`config.mk`:
```
export PLATFORM = sky130hd
export DESIGN_NAME = fmc_adc_idelay_seq_flat
export DESIGN_NICKNAME = d
export VERILOG_FILES = /design/src/rtl/fmc_adc_idelay_seq_if.sv /design/src/rtl/fmc_adc_idelay_seq.sv /design/src/flat_wrapper.sv
export SDC_FILE = /design/constraint.sdc
export NUM_CORES = 1
export LEC_CHECK = 0
export ABC_AREA = 0
export BUFFER_PORTS_ARGS = -buffer_cell sky130_fd_sc_hd__buf_2
export CAP_MARGIN = 15
export CELL_PAD_IN_SITES_DETAIL_PLACEMENT = 1
export CELL_PAD_IN_SITES_GLOBAL_PLACEMENT = 2
export CORE_ASPECT_RATIO = 1.75
export CORE_UTILIZATION = 34
export DETAILED_ROUTE_END_ITERATION = 6
export PLACE_DENSITY = 0.84
export SLEW_MARGIN = 20
export SYNTH_ARGS = -nofsm -noshare
export SYNTH_HDL_FRONTEND = slang
export SYNTH_SLANG_ARGS = --single-unit
```
`constraint.sdc`:
```
create_clock -name sys_clk -period 4.89 [get_ports sys_clk]
set_input_delay 0.7335 -clock sys_clk [delete_from_list [all_inputs] [get_ports sys_clk]]
set_output_delay 0.7335 -clock sys_clk [all_outputs]
set_load 0.1 [all_outputs]
```
`src/rtl/fmc_adc_idelay_seq_if.sv`:
```
// Host command/response port of the IDELAY load sequencer.
// master = host register bank side, slave = sequencer side.
interface fmc_adc_idelay_seq_if;
  logic        cmd_valid;
  logic        cmd_ready;
  logic [1:0]  cmd_chan;
  logic        cmd_bcast;
  logic [4:0]  cmd_tap;
  logic [16:0] cmd_sel;
  logic        rsp_valid;
  logic        rsp_ready;
  logic [1:0]  rsp_err;
  logic [1:0]  rsp_chan;
  logic [4:0]  rsp_tap_read;

  modport master (
    output cmd_valid, cmd_chan, cmd_bcast, cmd_tap, cmd_sel, rsp_ready,
    input  cmd_ready, rsp_valid, rsp_err, rsp_chan, rsp_tap_read
  );

  modport slave (
    input  cmd_valid, cmd_chan, cmd_bcast, cmd_tap, cmd_sel, rsp_ready,
    output cmd_ready, rsp_valid, rsp_err, rsp_chan, rsp_tap_read
  );
endinterface

```
`src/rtl/fmc_adc_idelay_seq.sv`:
```
// Sequences IDELAY tap loads into the four ADC channels from one host command port.
// Define IDELAY_SEQ_TIMEOUT_EN to bound the wait on delay_rdy by TIMEOUT_CYCLES.
module fmc_adc_idelay_seq #(
  parameter int unsigned SETTLE_CYCLES  = 8,
  parameter int unsigned TIMEOUT_CYCLES = 1024
) (
  input  logic                       sys_clk,
  input  logic                       rst,
  fmc_adc_idelay_seq_if.slave        host,
  output logic                       busy,
  output logic [19:0]                adc_delay_reg,
  output logic [67:0]                adc_delay_select,
  output logic [3:0]                 adc_delay_load,
  input  logic [3:0]                 adc_delay_rdy,
  input  logic [19:0]                adc_delay_reg_read
);

  localparam int unsigned NCH   = 4;
  localparam int unsigned TAP_W = 5;
  localparam int unsigned SEL_W = 17;
  localparam int unsigned SET_W = 8;
`ifdef IDELAY_SEQ_TIMEOUT_EN
  localparam int unsigned TO_W  = $clog2(TIMEOUT_CYCLES + 1);
`endif

  if (SETTLE_CYCLES < 1 || SETTLE_CYCLES > 255 || TIMEOUT_CYCLES < 1) begin : g_bad_param
    $error("fmc_adc_idelay_seq: SETTLE_CYCLES must be 1..255 and TIMEOUT_CYCLES >= 1");
  end

  typedef enum logic [2:0] {
    S_IDLE,
    S_WAIT_RDY,
    S_LOAD,
    S_SETTLE,
    S_CHECK,
    S_RESP
  } state_t;

  state_t                       state_q, state_d;
  logic [1:0]                   ch_q, ch_d;
  logic                         bcast_q, bcast_d;
  logic [TAP_W-1:0]             tap_q, tap_d;
  logic [SEL_W-1:0]             sel_q, sel_d;
  logic                         loaded_q, loaded_d;
  logic [SET_W-1:0]             set_cnt_q, set_cnt_d;
  logic [1:0]                   err_q, err_d;
  logic [1:0]                   rsp_chan_q, rsp_chan_d;
  logic [TAP_W-1:0]             rsp_tap_q, rsp_tap_d;
  logic                         rsp_valid_q, rsp_valid_d;
  logic                         cmd_ready_q, cmd_ready_d;
  logic                         busy_q, busy_d;
  logic [NCH-1:0][TAP_W-1:0]    dly_reg_q, dly_reg_d;
  logic [NCH-1:0][SEL_W-1:0]    dly_sel_q, dly_sel_d;
  logic [NCH-1:0]               load_q, load_d;
  logic [NCH-1:0][TAP_W-1:0]    rd_tap;
`ifdef IDELAY_SEQ_TIMEOUT_EN
  logic [TO_W-1:0]              to_cnt_q, to_cnt_d;
`endif

  assign rd_tap = adc_delay_reg_read;

  // Next-state and next-output logic for the load/settle/check sequence
  always_comb begin
    state_d     = state_q;
    ch_d        = ch_q;
    bcast_d     = bcast_q;
    tap_d       = tap_q;
    sel_d       = sel_q;
    loaded_d    = loaded_q;
    set_cnt_d   = set_cnt_q;
    err_d       = err_q;
    rsp_chan_d  = rsp_chan_q;
    rsp_tap_d   = rsp_tap_q;
    rsp_valid_d = rsp_valid_q;
    cmd_ready_d = cmd_ready_q;
    busy_d      = busy_q;
    dly_reg_d   = dly_reg_q;
    dly_sel_d   = dly_sel_q;
    load_d      = '0;
`ifdef IDELAY_SEQ_TIMEOUT_EN
    to_cnt_d    = to_cnt_q;
`endif

    case (state_q)
      S_IDLE: begin
        if (host.cmd_valid && cmd_ready_q) begin
          tap_d       = host.cmd_tap;
          sel_d       = host.cmd_sel;
          bcast_d     = host.cmd_bcast;
          ch_d        = host.cmd_bcast ? 2'd0 : host.cmd_chan;
          err_d       = '0;
          loaded_d    = 1'b0;
          cmd_ready_d = 1'b0;
          busy_d      = 1'b1;
          state_d     = S_WAIT_RDY;
`ifdef IDELAY_SEQ_TIMEOUT_EN
          to_cnt_d    = '0;
`endif
        end
      end

      S_WAIT_RDY: begin
        if (sel_q == '0) begin
          state_d = S_CHECK;
        end else if (adc_delay_rdy[ch_q]) begin
          // Slice and load pulse become visible together in the LOAD cycle
          dly_reg_d[ch_q] = tap_q;
          dly_sel_d[ch_q] = sel_q;
          load_d[ch_q]    = 1'b1;
          loaded_d        = 1'b1;
          state_d         = S_LOAD;
        end
`ifdef IDELAY_SEQ_TIMEOUT_EN
        else if (to_cnt_q == TO_W'(TIMEOUT_CYCLES - 1)) begin
          err_d[0] = 1'b1;
          if (err_q == '0) begin
            rsp_chan_d = ch_q;
          end
          state_d = S_CHECK;
        end else begin
          to_cnt_d = to_cnt_q + TO_W'(1);
        end
`endif
      end

      S_LOAD: begin
        set_cnt_d = '0;
        state_d   = S_SETTLE;
      end

      S_SETTLE: begin
        if (set_cnt_q == SET_W'(SETTLE_CYCLES - 1)) begin
          state_d = S_CHECK;
        end else begin
          set_cnt_d = set_cnt_q + SET_W'(1);
        end
      end

      S_CHECK: begin
        rsp_tap_d = rd_tap[ch_q];
        if (loaded_q && (rd_tap[ch_q] != tap_q)) begin
          err_d[1] = 1'b1;
        end
        // With no earlier error this tracks the last channel, or latches the first failure
        if (err_q == '0) begin
          rsp_chan_d = ch_q;
        end
        loaded_d = 1'b0;
`ifdef IDELAY_SEQ_TIMEOUT_EN
        to_cnt_d = '0;
`endif
        if (bcast_q && (ch_q != 2'd3)) begin
          ch_d    = ch_q + 2'd1;
          state_d = S_WAIT_RDY;
        end else begin
          rsp_valid_d = 1'b1;
          state_d     = S_RESP;
        end
      end

      S_RESP: begin
        if (host.rsp_ready) begin
          rsp_valid_d = 1'b0;
          busy_d      = 1'b0;
          cmd_ready_d = 1'b1;
          state_d     = S_IDLE;
        end
      end

      default: begin
        state_d = S_IDLE;
      end
    endcase
  end

  // State and output registers; reset drops any load in flight without a response
  always_ff @(posedge sys_clk or posedge rst) begin
    if (rst) begin
      state_q     <= S_IDLE;
      ch_q        <= '0;
      bcast_q     <= 1'b0;
      tap_q       <= '0;
      sel_q       <= '0;
      loaded_q    <= 1'b0;
      set_cnt_q   <= '0;
      err_q       <= '0;
      rsp_chan_q  <= '0;
      rsp_tap_q   <= '0;
      rsp_valid_q <= 1'b0;
      cmd_ready_q <= 1'b1;
      busy_q      <= 1'b0;
      dly_reg_q   <= '0;
      dly_sel_q   <= '0;
      load_q      <= '0;
`ifdef IDELAY_SEQ_TIMEOUT_EN
      to_cnt_q    <= '0;
`endif
    end else begin
      state_q     <= state_d;
      ch_q        <= ch_d;
      bcast_q     <= bcast_d;
      tap_q       <= tap_d;
      sel_q       <= sel_d;
      loaded_q    <= loaded_d;
      set_cnt_q   <= set_cnt_d;
      err_q       <= err_d;
      rsp_chan_q  <= rsp_chan_d;
      rsp_tap_q   <= rsp_tap_d;
      rsp_valid_q <= rsp_valid_d;
      cmd_ready_q <= cmd_ready_d;
      busy_q      <= busy_d;
      dly_reg_q   <= dly_reg_d;
      dly_sel_q   <= dly_sel_d;
      load_q      <= load_d;
`ifdef IDELAY_SEQ_TIMEOUT_EN
      to_cnt_q    <= to_cnt_d;
`endif
    end
  end

  assign host.cmd_ready    = cmd_ready_q;
  assign host.rsp_valid    = rsp_valid_q;
  assign host.rsp_err      = err_q;
  assign host.rsp_chan     = rsp_chan_q;
  assign host.rsp_tap_read = rsp_tap_q;
  assign busy              = busy_q;
  assign adc_delay_reg     = dly_reg_q;
  assign adc_delay_select  = dly_sel_q;
  assign adc_delay_load    = load_q;

endmodule

```
`src/flat_wrapper.sv`:
```
// flat-port wrapper written by rule: the top's interface ports become plain ports
module fmc_adc_idelay_seq_flat 
#(
  parameter int unsigned SETTLE_CYCLES  = 8,
  parameter int unsigned TIMEOUT_CYCLES = 1024
)
  (sys_clk, rst, busy, adc_delay_reg, adc_delay_select, adc_delay_load, adc_delay_rdy, adc_delay_reg_read, host_cmd_valid, host_cmd_chan, host_cmd_bcast, host_cmd_tap, host_cmd_sel, host_rsp_ready, host_cmd_ready, host_rsp_valid, host_rsp_err, host_rsp_chan, host_rsp_tap_read);
  fmc_adc_idelay_seq_if host_i ();
  input  logic sys_clk;
  input  logic rst;
  output logic busy;
  output logic [19:0] adc_delay_reg;
  output logic [67:0] adc_delay_select;
  output logic [3:0] adc_delay_load;
  input  logic [3:0] adc_delay_rdy;
  input  logic [19:0] adc_delay_reg_read;
  input wire logic [$bits(host_i.cmd_valid)-1:0] host_cmd_valid;
  input wire logic [$bits(host_i.cmd_chan)-1:0] host_cmd_chan;
  input wire logic [$bits(host_i.cmd_bcast)-1:0] host_cmd_bcast;
  input wire logic [$bits(host_i.cmd_tap)-1:0] host_cmd_tap;
  input wire logic [$bits(host_i.cmd_sel)-1:0] host_cmd_sel;
  input wire logic [$bits(host_i.rsp_ready)-1:0] host_rsp_ready;
  output wire logic [$bits(host_i.cmd_ready)-1:0] host_cmd_ready;
  output wire logic [$bits(host_i.rsp_valid)-1:0] host_rsp_valid;
  output wire logic [$bits(host_i.rsp_err)-1:0] host_rsp_err;
  output wire logic [$bits(host_i.rsp_chan)-1:0] host_rsp_chan;
  output wire logic [$bits(host_i.rsp_tap_read)-1:0] host_rsp_tap_read;
  assign host_i.cmd_valid = host_cmd_valid;
  assign host_i.cmd_chan = host_cmd_chan;
  assign host_i.cmd_bcast = host_cmd_bcast;
  assign host_i.cmd_tap = host_cmd_tap;
  assign host_i.cmd_sel = host_cmd_sel;
  assign host_i.rsp_ready = host_rsp_ready;
  assign host_cmd_ready = host_i.cmd_ready;
  assign host_rsp_valid = host_i.rsp_valid;
  assign host_rsp_err = host_i.rsp_err;
  assign host_rsp_chan = host_i.rsp_chan;
  assign host_rsp_tap_read = host_i.rsp_tap_read;
  fmc_adc_idelay_seq #(.SETTLE_CYCLES(SETTLE_CYCLES), .TIMEOUT_CYCLES(TIMEOUT_CYCLES)) u_core (.sys_clk(sys_clk), .rst(rst), .host(host_i), .busy(busy), .adc_delay_reg(adc_delay_reg), .adc_delay_select(adc_delay_select), .adc_delay_load(adc_delay_load), .adc_delay_rdy(adc_delay_rdy), .adc_delay_reg_read(adc_delay_reg_read));
endmodule
```
# == Word level (Yosys, flattened, before mapping) ==
# Index checks and enable logic that the tools add are counted.
# word_totals
in_bits,53
ram_bits,0
wordCells,109
mem_bits_ro,0
out_inout_bits,104
latch_bits,0
memories,0
reg_bits,140
# op_classes
eq_ne,18
n_div,0
mux,42
shift,0
magnitude_cmp,2
n_bitwise,1
n_addsub,2
multipliers,0
n_reduce_logical,22
# ops
cell,count
bitwise mux 68 bit,1
demux 17 bit (select 2 bit),1
bitwise mux 20 bit,1
two-way mux 3 bit,6
one-hot mux 3 bit (6 select lines),1
zero test 17 bit,1
two-way mux 17 bit,1
one-hot mux 8 bit (2 select lines),1
AND reduction 3 bit,5
two-way mux 4 bit,3
binary-select mux 5 bit (select 2 bit),1
demux 5 bit (select 2 bit),1
two-way mux 1 bit,10
two-way mux 5 bit,2
"inequality test 2 x 1 -> 1 bit, second input constant",5
"inequality test 2 bit, second input constant",5
"adder 8 x 1 -> 8 bit, second input constant",1
"equality test 8 x 3 -> 1 bit, second input constant",1
two-way mux 2 bit,4
two-way mux 8 bit,1
one-hot mux 1 bit (2 select lines),4
AND reduction 4 bit,2
nonzero test 2 bit,4
"equality test 3 x 2 -> 1 bit, second input constant",2
other kinds (17),23

# == Depth between registers and ports, before layout ==
# Gate-level depths: netlist (run 1).
# depth
depth_word,7
ltp_mapped,7
mapped_depth_nobuf,5

# == Worst setup path after synthesis (run 1) ==
# Ideal clock, no wire load.
# synth_timing
kind,in2reg
startpoint,in adc_delay_rdy[3]
endpoint,"reg u_core.dly_reg_q, in the netlist u_core.adc_delay_reg[9]"
setup_time_ns,0.126
t_required_ns,4.764
arrival_time_ns,2.055
path_slack_ns,2.709
path_buffers,1
stages,5
cell_sequence,mux4_2 > and3_1 > o211ai_4 > buf_6 > mux2_2
# synth_between
elab_chain_len,3
# synth_rtl
item,line_no,text
"start, declared",flat_wrapper.sv:15,input logic [3:0] adc_delay_rdy;
binary-select mux 1 bit (select 2 bit),fmc_adc_idelay_seq.sv:105,end else if (adc_delay_rdy[ch_q]) begin
two-way mux 1 bit (implied by the code),fmc_adc_idelay_seq.sv:105,
AND reduction 3 bit (no line),--,
"end signal, assigned",fmc_adc_idelay_seq.sv:212,dly_reg_q <= dly_reg_d;
"end, declared",fmc_adc_idelay_seq.sv:52,"logic [NCH-1:0][TAP_W-1:0] dly_reg_q, dly_reg_d;"
# Every way passes these cells. The select of a mux whose other input is x is not followed.
# A chain may end at the register's enable or synchronous reset.

# == Worst setup path after layout (run 1) ==
# layout_timing
startpoint,reg u_core.sel_q[9]
endpoint,"reg u_core.dly_sel_q, in the netlist u_core.adc_delay_select[65]"
# layout_between
elab_chain_len,3
# layout_rtl
item,line_no,text
"start, declared",fmc_adc_idelay_seq.sv:43,"logic [SEL_W-1:0] sel_q, sel_d;"
"start signal, assigned",fmc_adc_idelay_seq.sv:203,sel_q <= sel_d;
zero test 17 bit,fmc_adc_idelay_seq.sv:103,if (sel_q == '0) begin
inverter 1 bit (no line),--,
AND reduction 3 bit (no line),--,
"end signal, assigned",fmc_adc_idelay_seq.sv:213,dly_sel_q <= dly_sel_d;
"end, declared",fmc_adc_idelay_seq.sv:53,"logic [NCH-1:0][SEL_W-1:0] dly_sel_q, dly_sel_d;"
# Every way passes these cells.

==> summary.txt, run 1 <==
Outcome
  • Status: completed

Die
  • Initial Util: 0.349
  • Die Y: 177 um
  • Die area: 0.0180 mm2
  • Core area: 0.0169 mm2
  • Die Wd: 102 um
  • Placement Rows: 63
  • Io pins: 157

Cells and area
  • Most common cell after layout, fill and taps aside: buf_2
  • Syn-to-layout area delta: 26.2%
  • Fraction of layout cells with a size suffix above 1: 0.429
  • Non-Filler Instances: 852
  • Commonest non-fill, non-tap cells in the layout: buf_2 (155), dfrtp_1 (139), nand2_1 (92)
  • Final instance area: 0.00747 mm2
  • Post-layout nets: 671
  • Fill cells: 1851
  • Ant. Diodes: 0
  • Area of the multi-input gates: 0.00223 mm2
  • Max FFs per register: 68
  • Post-Route Utilization: 0.441
  • Register area: 0.00350 mm2

Placed design
  • GP Congestion: 0.766
  • Setup WS pre-CTS: 1.92 ns
  • Detailed Place HPWL: 11700 um
  • Placed cell areas: 0.00685 mm2
  • Port Buf Inserts: 155
  • DP Cell Count: 821

Timing
  • RSZ-0062 raised after global routing: false
  • Final Setup Violations: 0
  • Worst hold margin: 0.476 ns
  • Normalized max-slew margin: 0.360
  • Max Slew Vio Count: 0
  • Final hold vios: 0
  • Tcrit/Tclk final: 0.571
  • Setup TNS: 0 ns
  • Setup WS post-layout: 2.10 ns
  • Clock skew: 0.0101 ns
  • Worst-margin pin slew: 0.955 ns
  • Post-layout min period: 2.79 ns
  • Max Freq: 358 MHz

Clock tree
  • Reg clk slew, reported paths: 0.06 ns
  • CTS Sinks: 140
  • Root Buffer: clkbuf_16
  • Skew-Pair Late Insertion Delay: 0.41 ns
  • Setup Buffers After CTS: 0
  • CTS tree: done
  • H-tree lvl count: 4
  • Clock buffer depth: 2
  • Hold-fix buffers, CTS: 0
  • CTS buffer count: 17
  • Post-cts sizing count: 0

Critical path
  • CP Max Fanout: 23
  • Setup crit end kind: register
  • Worst setup SP type: register
  • Worst EP arrival: 3.09 ns
  • Critical path class: register to register
  • Worst path required time: 5.18 ns

Drt
  • Drt pass-1 iters: 4
  • Detail Route met3 WL: 437 um
  • WL met1: 5640 um
  • Remaining antenna violation count: 0
  • Final WL: 15900 um
  • Post-route DRC: 0
  • Via count: 4134
  • DR top layer: met4
  • DR iter-0 viols: 131
  • Via-per-instance ratio: 4.85
  • Metal2 WL: 9370 um
  • WL per Instance: 18.7 um

Job
  • MaxCap Viol Count: 0

Logic synthesis
  • Cell count after synthesis: 458
  • Mapped Nets: 516
  • Yosys reg bits: 140
  • YS warnings: 0
  • Mapped cell area: 0.00592 mm2
  • Syn avg cell area: 12.9 um2
  • Seq/Total Area, Yosys: 0.592
  • Distinct cell type count after synthesis: 48

Power and ir drop
  • Combinational Power Share: 0.023
  • Sw frac: 0.202
  • Clock share of power: 0.524
  • Internal Dissipation: 2.04 mW
  • LEAKAGE: 4.19 nW
  • Switching pwr: 0.516 mW
  • Total Power Consumption: 2.56 mW
  • Worst VDD drop: 0.175 mV
  • Flop pwr share: 0.453
  • PwrDens: 343 mW/mm2

Global route
  • Global-route wire length before repair: 25100 um
  • Vias in the first global route: 4593
  • Largest net degree at the start of global routing: 96
  • Total grt overflow: 0
  • Initial antenna violation count: 0
  • Total GRT Usage: 0.190

Min path
  • HP Class: register to register
## final timing paths
kind / cells past startpoint / endpoint / slack, ns / start
max: 4 / u_core.adc_delay_select[65]$_DFFE_PP0P_ / 2.10 / u_core.sel_q[9]$_DFFE_PP0P_
max in group asynchronous: 3 / u_core.adc_delay_select[64]$_DFFE_PP0P_ / 3.23 / rst
min in group asynchronous: 2 / u_core.adc_delay_select[20]$_DFFE_PP0P_ / 0.50 / rst
min reg2reg: 2 / u_core.host.rsp_tap_read[4]$_DFFE_PP0P_ / 0.48 / u_core.host.rsp_tap_read[4]$_DFFE_PP0P_
min: 2 / u_core.host.rsp_tap_read[4]$_DFFE_PP0P_ / 0.48 / u_core.host.rsp_tap_read[4]$_DFFE_PP0P_
max reg2reg: 4 / u_core.adc_delay_select[65]$_DFFE_PP0P_ / 2.10 / u_core.sel_q[9]$_DFFE_PP0P_
## synth_stat cells (all sizes together)
cell type  number  area share
nor2b           2      0.0021
dfstp           1      0.0044
nor3b           2      0.0025
inv             9      0.0057
o2111ai         1      0.0015
nor4b           1      0.0015
o22ai           2      0.0021
nand3           3      0.0025
buf            13       0.020
nand4           4      0.0053
nand3b          1      0.0013
nand2          92       0.058
o211ai          5       0.016
dfrtp         139        0.59
nand4b          1      0.0015
nor3            3      0.0025
nor2           15      0.0099
nand2b          4      0.0042
or3b            2      0.0030
ha              5       0.011
a211o           1      0.0015
or3             1      0.0011
clkbuf          9      0.0059
xor2            8       0.012
o31ai           1      0.0013
and4b           2      0.0034
mux2i           1      0.0017
a21oi           9      0.0076
conb            1     0.00063
a221o           1      0.0017
a211oi          1      0.0013
nor4            4      0.0042
a22oi           1      0.0013
o21ai           6      0.0051
mux4            6       0.023
and3            5      0.0053
nor4bb          1      0.0017
xnor2           1      0.0015
a21o            1      0.0013
o31a            1      0.0015
mux2           92        0.18
## metal layers
layer,track usage,vias up
met3,0.0285,27
met1,0.196,2113
li1,-,1895
met4,0.0930,0
met5,0,-
met2,0.362,99
## worst max-delay path, cell delays in order (launching register included)
cell	delay, ns
dfrtp_1	0.46
nor4_1	0.50
nand4_2	0.39
o211ai_4	0.89
mux2_2	0.43
## logic make-up after synthesis
kind of cell / after synthesis / synth area share
flip-flops: 140 / 0.592
buffers and inverters: 31 / 0.0315
AND/OR/NAND/NOR: 143 / 0.110
XOR/XNOR: 9 / 0.0133
AO/OA/AOI/OAI: 30 / 0.0417
other: 1 / 0.000634
adder cells (fa/ha/maj): 5 / 0.0106
multiplexers: 99 / 0.200
## final cells by class
type	count	area share
clock buffer	20	0.0598
clock inverter	11	0.0225
inverter	9	0.00520
multi-input combinational	287	0.298
sequential	140	0.469
tap	227	0.0380
timing repair buffer	158	0.107
## power by group through the flow
stage | logic [mW] | clock network [mW] | registers (mW)
4_1_cts | 0.0623 | 1.37 | 1.16
3_3_place_gp | 0.0599 | 0 | 1.18
6_report | 0.0601 | 1.34 | 1.16
2_1_floorplan | 0.0289 | 0 | 1.18
5_1_grt | 0.0673 | 1.41 | 1.16
3_5_place_dp | 0.0623 | 0 | 1.18
No activity file was read; power rests on OpenSTA's default activity.
==> run 2: changes to the inputs <==
--- a/config.mk
+++ b/config.mk
@@ -5,13 +5,13 @@
 export SDC_FILE = /design/constraint.sdc
 export NUM_CORES = 1
 export LEC_CHECK = 0
-export ABC_AREA = 0
+export ABC_AREA = 1
 export BUFFER_PORTS_ARGS = -buffer_cell sky130_fd_sc_hd__buf_2
 export CAP_MARGIN = 15
 export CELL_PAD_IN_SITES_DETAIL_PLACEMENT = 1
 export CELL_PAD_IN_SITES_GLOBAL_PLACEMENT = 2
 export CORE_ASPECT_RATIO = 1.75
-export CORE_UTILIZATION = 34
+export CORE_UTILIZATION = 32
 export DETAILED_ROUTE_END_ITERATION = 6
 export PLACE_DENSITY = 0.84
 export SLEW_MARGIN = 20
==> constraint.sdc (replaced) <==
create_clock -name sys_clk -period 2.9 [get_ports sys_clk]
set_input_delay 0.435 -clock sys_clk [delete_from_list [all_inputs] [get_ports sys_clk]]
set_output_delay 0.435 -clock sys_clk [all_outputs]
set_load 0.1 [all_outputs]
==> run 2 against run 1 <==
Compared with the run above:
- count of clock-buffer cells in the layout increased by 6
- die area grew 9.5%
- maximum frequency is 15% higher
- hold slack got worse by 0.39 ns
- flip-flop and latch count unchanged
- sequential share of layout area is 1.4 points lower
- routed wire length is 8.4% higher
- cell count is 21% higher
- area after synthesis increased by 3.2%
- critical endpoint is now u_core.adc_delay_select[39]$_DFFE_PP0P_
- largest cell class unchanged
==> summary.txt, run 2 <==
Outcome
  • Status: completed

Timing
  • Setup TNS: 0 ns (unchanged)
  • Setup WS post-layout: 0.462 ns (-1.63 ns)
  • Post-layout min period: 2.44 ns (-0.356 ns)
  • Max Freq: 410 MHz (+15%)
  • Final Setup Violations: 0 (unchanged)
  • RSZ-0062 raised after global routing: false
  • Normalized max-slew margin: 0.546 (+0.186)
  • Tcrit/Tclk final: 0.841 (+0.269)
  • Max Slew Vio Count: 0 (unchanged)
  • Worst-margin pin slew: 0.681 ns (-0.274 ns)
  • Clock skew: 0.0124 ns (+0.00234 ns)
  • Final hold vios: 0 (unchanged)

Logic synthesis
  • EDFF count, synth: 0 (unchanged)
  • Cell count after synthesis: 630 (+38%)
  • Distinct cell type count after synthesis: 29 (-40%)
  • Cell taking the most area after synthesis: dfrtp_1
  • Synth top area share: 0.570 (-0.0183)
  • Simple-Gate Fraction of Synth Area: 0.181 (+0.0707)
  • YS warnings: 0 (unchanged)
  • List of most frequent post-synthesis cells: nand2_1 (195), dfrtp_1 (139), o21ai_2 (64)
  • Yosys reg bits: 140 (unchanged)
  • Post-synthesis compound-gate area fraction: 0.155 (+0.114)
  • Syn avg cell area: 9.69 um2 (-25%)
  • Mux contribution to synthesized area: 0 (-0.200)
  • FFs w/ async S/R, synth: 1.00 (unchanged)
  • Post-synthesis xor/xnor area fraction: 0.00717 (-0.00615)
  • Mapped Nets: 688 (+33%)
  • Adder-cell share of the synthesized area: 0.0102 (-0.000329)
  • Mapped cell area: 0.00611 mm2 (+3.2%)
  • Count leader, synth: nand2_1
  • Largest family of logic cells by synthesized area: simple AND/OR/NAND/NOR gates
  • Seq/Total Area, Yosys: 0.574 (-0.0184)
  • Primary FF master, synth: dfrtp_1
  • Synth top area cells: dfrtp_1 (57%), nand2_1 (12%), o21ai_2 (9.2%), o21ai_0 (3.5%), buf_6 (3.0%)

Die
  • Initial Util: 0.327 (-0.0219)
  • Die Y: 185 um (+4.7%)
  • Die area: 0.0197 mm2 (+9.5%)
  • Die Wd: 106 um (+4.6%)
  • Placement Rows: 66 (+4.8%)
  • Io pins: 157 (unchanged)
  • Core area: 0.0187 mm2 (+10%)

Global route
  • Global-route met3 utilization: 0.0428 (+0.0143)
  • GR Util met1: 0.195 (-0.00128)
  • Gr busiest metal: met2
  • Initial antenna violation count: 0 (unchanged)
  • Largest net degree at the start of global routing: 87 (-9.4%)
  • Total GRT Usage: 0.184 (-0.00604)
  • Global-route wire length before repair: 27200 um (+8.2%)
  • Total grt overflow: 0 (unchanged)
  • Vias in the first global route: 5055 (+10%)
  • Grt met2 use: 0.346 (-0.0166)

Critical path
  • Delay-heaviest family, CP: simple AND/OR/NAND/NOR gates
  • Setup crit end kind: register
  • R2R Setup Slk: 0.46 ns (-1.63 ns)
  • Critical Path Stages: 7 (+3)
  • CP Max Fanout: 45 (+96%)
  • Critical path class: register to register
  • Worst Setup SP: u_core.ch_q[0]$_DFFE_PP0P_
  • Buf/Inv on CP: 2 (+2)
  • Cells along the critical path: inv_1, ha_1, inv_1, nor2_1, nand3_4, nand2_1, o21ai_2
  • Reg2reg end: u_core.adc_delay_select[39]$_DFFE_PP0P_
  • Worst path required time: 3.18 ns (-2.00 ns)
  • Crit path to: u_core.adc_delay_select[39]$_DFFE_PP0P_
  • Max stage delay cell, worst path: dfrtp_1
  • Worst setup SP type: register
  • Reg2Reg Depth: 7 (+3)
  • Cell seen most often among critical-path stages: inv_1
  • Worst path max stage delay: 0.57 ns (-0.32 ns)
  • Worst EP arrival: 2.72 ns (-0.37 ns)
  • Reg2reg start: u_core.ch_q[0]$_DFFE_PP0P_

Clock tree
  • Hold-fix buffers, CTS: 0 (unchanged)
  • Setup Buffers After CTS: 0 (unchanged)
  • CTS buffer count: 17 (unchanged)
  • Skew-Pair Late Insertion Delay: 0.42 ns (about the same)
  • Post-cts sizing count: 0 (unchanged)
  • CTS tree: done
  • H-tree lvl count: 4 (unchanged)
  • CTS Sinks: 140 (unchanged)
  • Clock buffer depth: 2 (unchanged)
  • Reg clk slew, reported paths: 0.06 ns (about the same)
  • Root Buffer: clkbuf_16

Cells and area
  • Post-layout nets: 842 (+25%)
  • Most common cell after layout, fill and taps aside: nand2_1
  • Register area: 0.00350 mm2 (unchanged)
  • Area of the multi-input gates: 0.00217 mm2 (-2.5%)
  • Ant. Diodes: 0 (unchanged)
  • Fill cells: 2249 (+22%)
  • Syn-to-layout area delta: 25.9%
  • Max FFs per register: 68 (unchanged)
  • Fraction of layout cells with a size suffix above 1: 0.346 (-0.0825)
  • Commonest non-fill, non-tap cells in the layout: nand2_1 (195), buf_2 (155), dfrtp_1 (139)

Placed design
  • Detailed Place HPWL: 12400 um (+6.7%)
  • GP Congestion: 0.747 (-2.4%)
  • Port Buf Inserts: 155 (unchanged)
  • Setup WS pre-CTS: 0.462 ns (-1.45 ns)

Drt
  • DR iter-0 viols: 250 (+91%)
  • Via-per-instance ratio: 4.66 (-4.0%)
  • Drt pass-1 iters: 4 (unchanged)
  • WL per Instance: 16.7 um (-11%)
  • Via count: 4820 (+17%)
  • Final WL: 17300 um (+8.4%)
  • Remaining antenna violation count: 0 (unchanged)
  • Post-route DRC: 0 (unchanged)

Job
  • MaxCap Viol Count: 0 (unchanged)

Min path
  • HP Class: input pin to async pin
==> run 2: changes by cell type after synthesis, moves of 10 or more <==
cell and change:
inv_1 +36, inv_2 +10, mux2_1 -27, mux2_2 -65
nand2_1 +103, nand3_1 +20, o21ai_0 +37, o21ai_1 +25
o21ai_2 +64
==> run 2: cell families after synthesis <==
group | Yosys count
flops | 140
other cells | 1
xor+xnor | 5
fa+ha+maj | 5
simple gates | 257
buf+inv | 82
compound gates | 140
==> run 2: routing by layer <==
metal	share of wire	vias up	wire length [um]
met1	0.38	2354	6590
met5	0	-	0
met2	0.57	97	9760
met4	0.023	0	394
met3	0.030	18	514
li1	-	2351	-
==> run 2: how the worst min path moves through the flow <==
| stage | endpoint | slack [ns] | cells after the start |
|---|---|---|---|
| floorplan | u_core.loaded_q$_DFFE_PP0P_ | 0.45 | 2 |
| global placement | u_core.adc_delay_select[62]$_DFFE_PP0P_ | 0.46 | 2 |
| detailed placement | u_core.adc_delay_reg[6]$_DFFE_PP0P_ | 0.46 | 2 |
| CTS | u_core.set_cnt_q[5]$_DFFE_PP0P_ | 0.09 | 2 |
| global route | u_core.set_cnt_q[5]$_DFFE_PP0P_ | 0.11 | 2 |
| finish | u_core.adc_delay_load[1]$_DFF_PP0_ | 0.08 | 2 |
==> run 2: area by class of cell <==
class | instances | area share
inverters | 55 | 0.0273
flip-flops and latches | 140 | 0.456
repair buffers | 162 | 0.109
clock inverters | 6 | 0.0202
well taps | 238 | 0.0387
clock buffers | 26 | 0.0662
multi-input cells | 408 | 0.282
==> run 2: through the flow <==
| stage | util | instance area [um2] | instances | hold WS (ns) |
|---|---|---|---|---|
| final | 0.412 | 7690 | 1035 | 0.0826 |
| after global routing | 0.412 | 7690 | 1035 | 0.111 |
| after CTS | 0.412 | 7690 | 1035 | 0.0882 |
| after detailed placement | 0.376 | 7020 | 1003 | 0.464 |
| after global placement | 0.376 | 7020 | 1003 | 0.459 |
| after floorplan | - | 6110 | 630 | 0.453 |
==> run 2: worst reg2reg max path, delay by kind of cell (launching register included) <==
family          cells  cell delay (ns)
simple gates        3             0.98
flops               1             0.57
buf+inv             2             0.45
fa+ha+maj           1             0.22
compound gates      1             0.08
Power of run 2 is not shown: default switching activity piles up to over one toggle a cycle in this logic, so the estimate is an artifact.
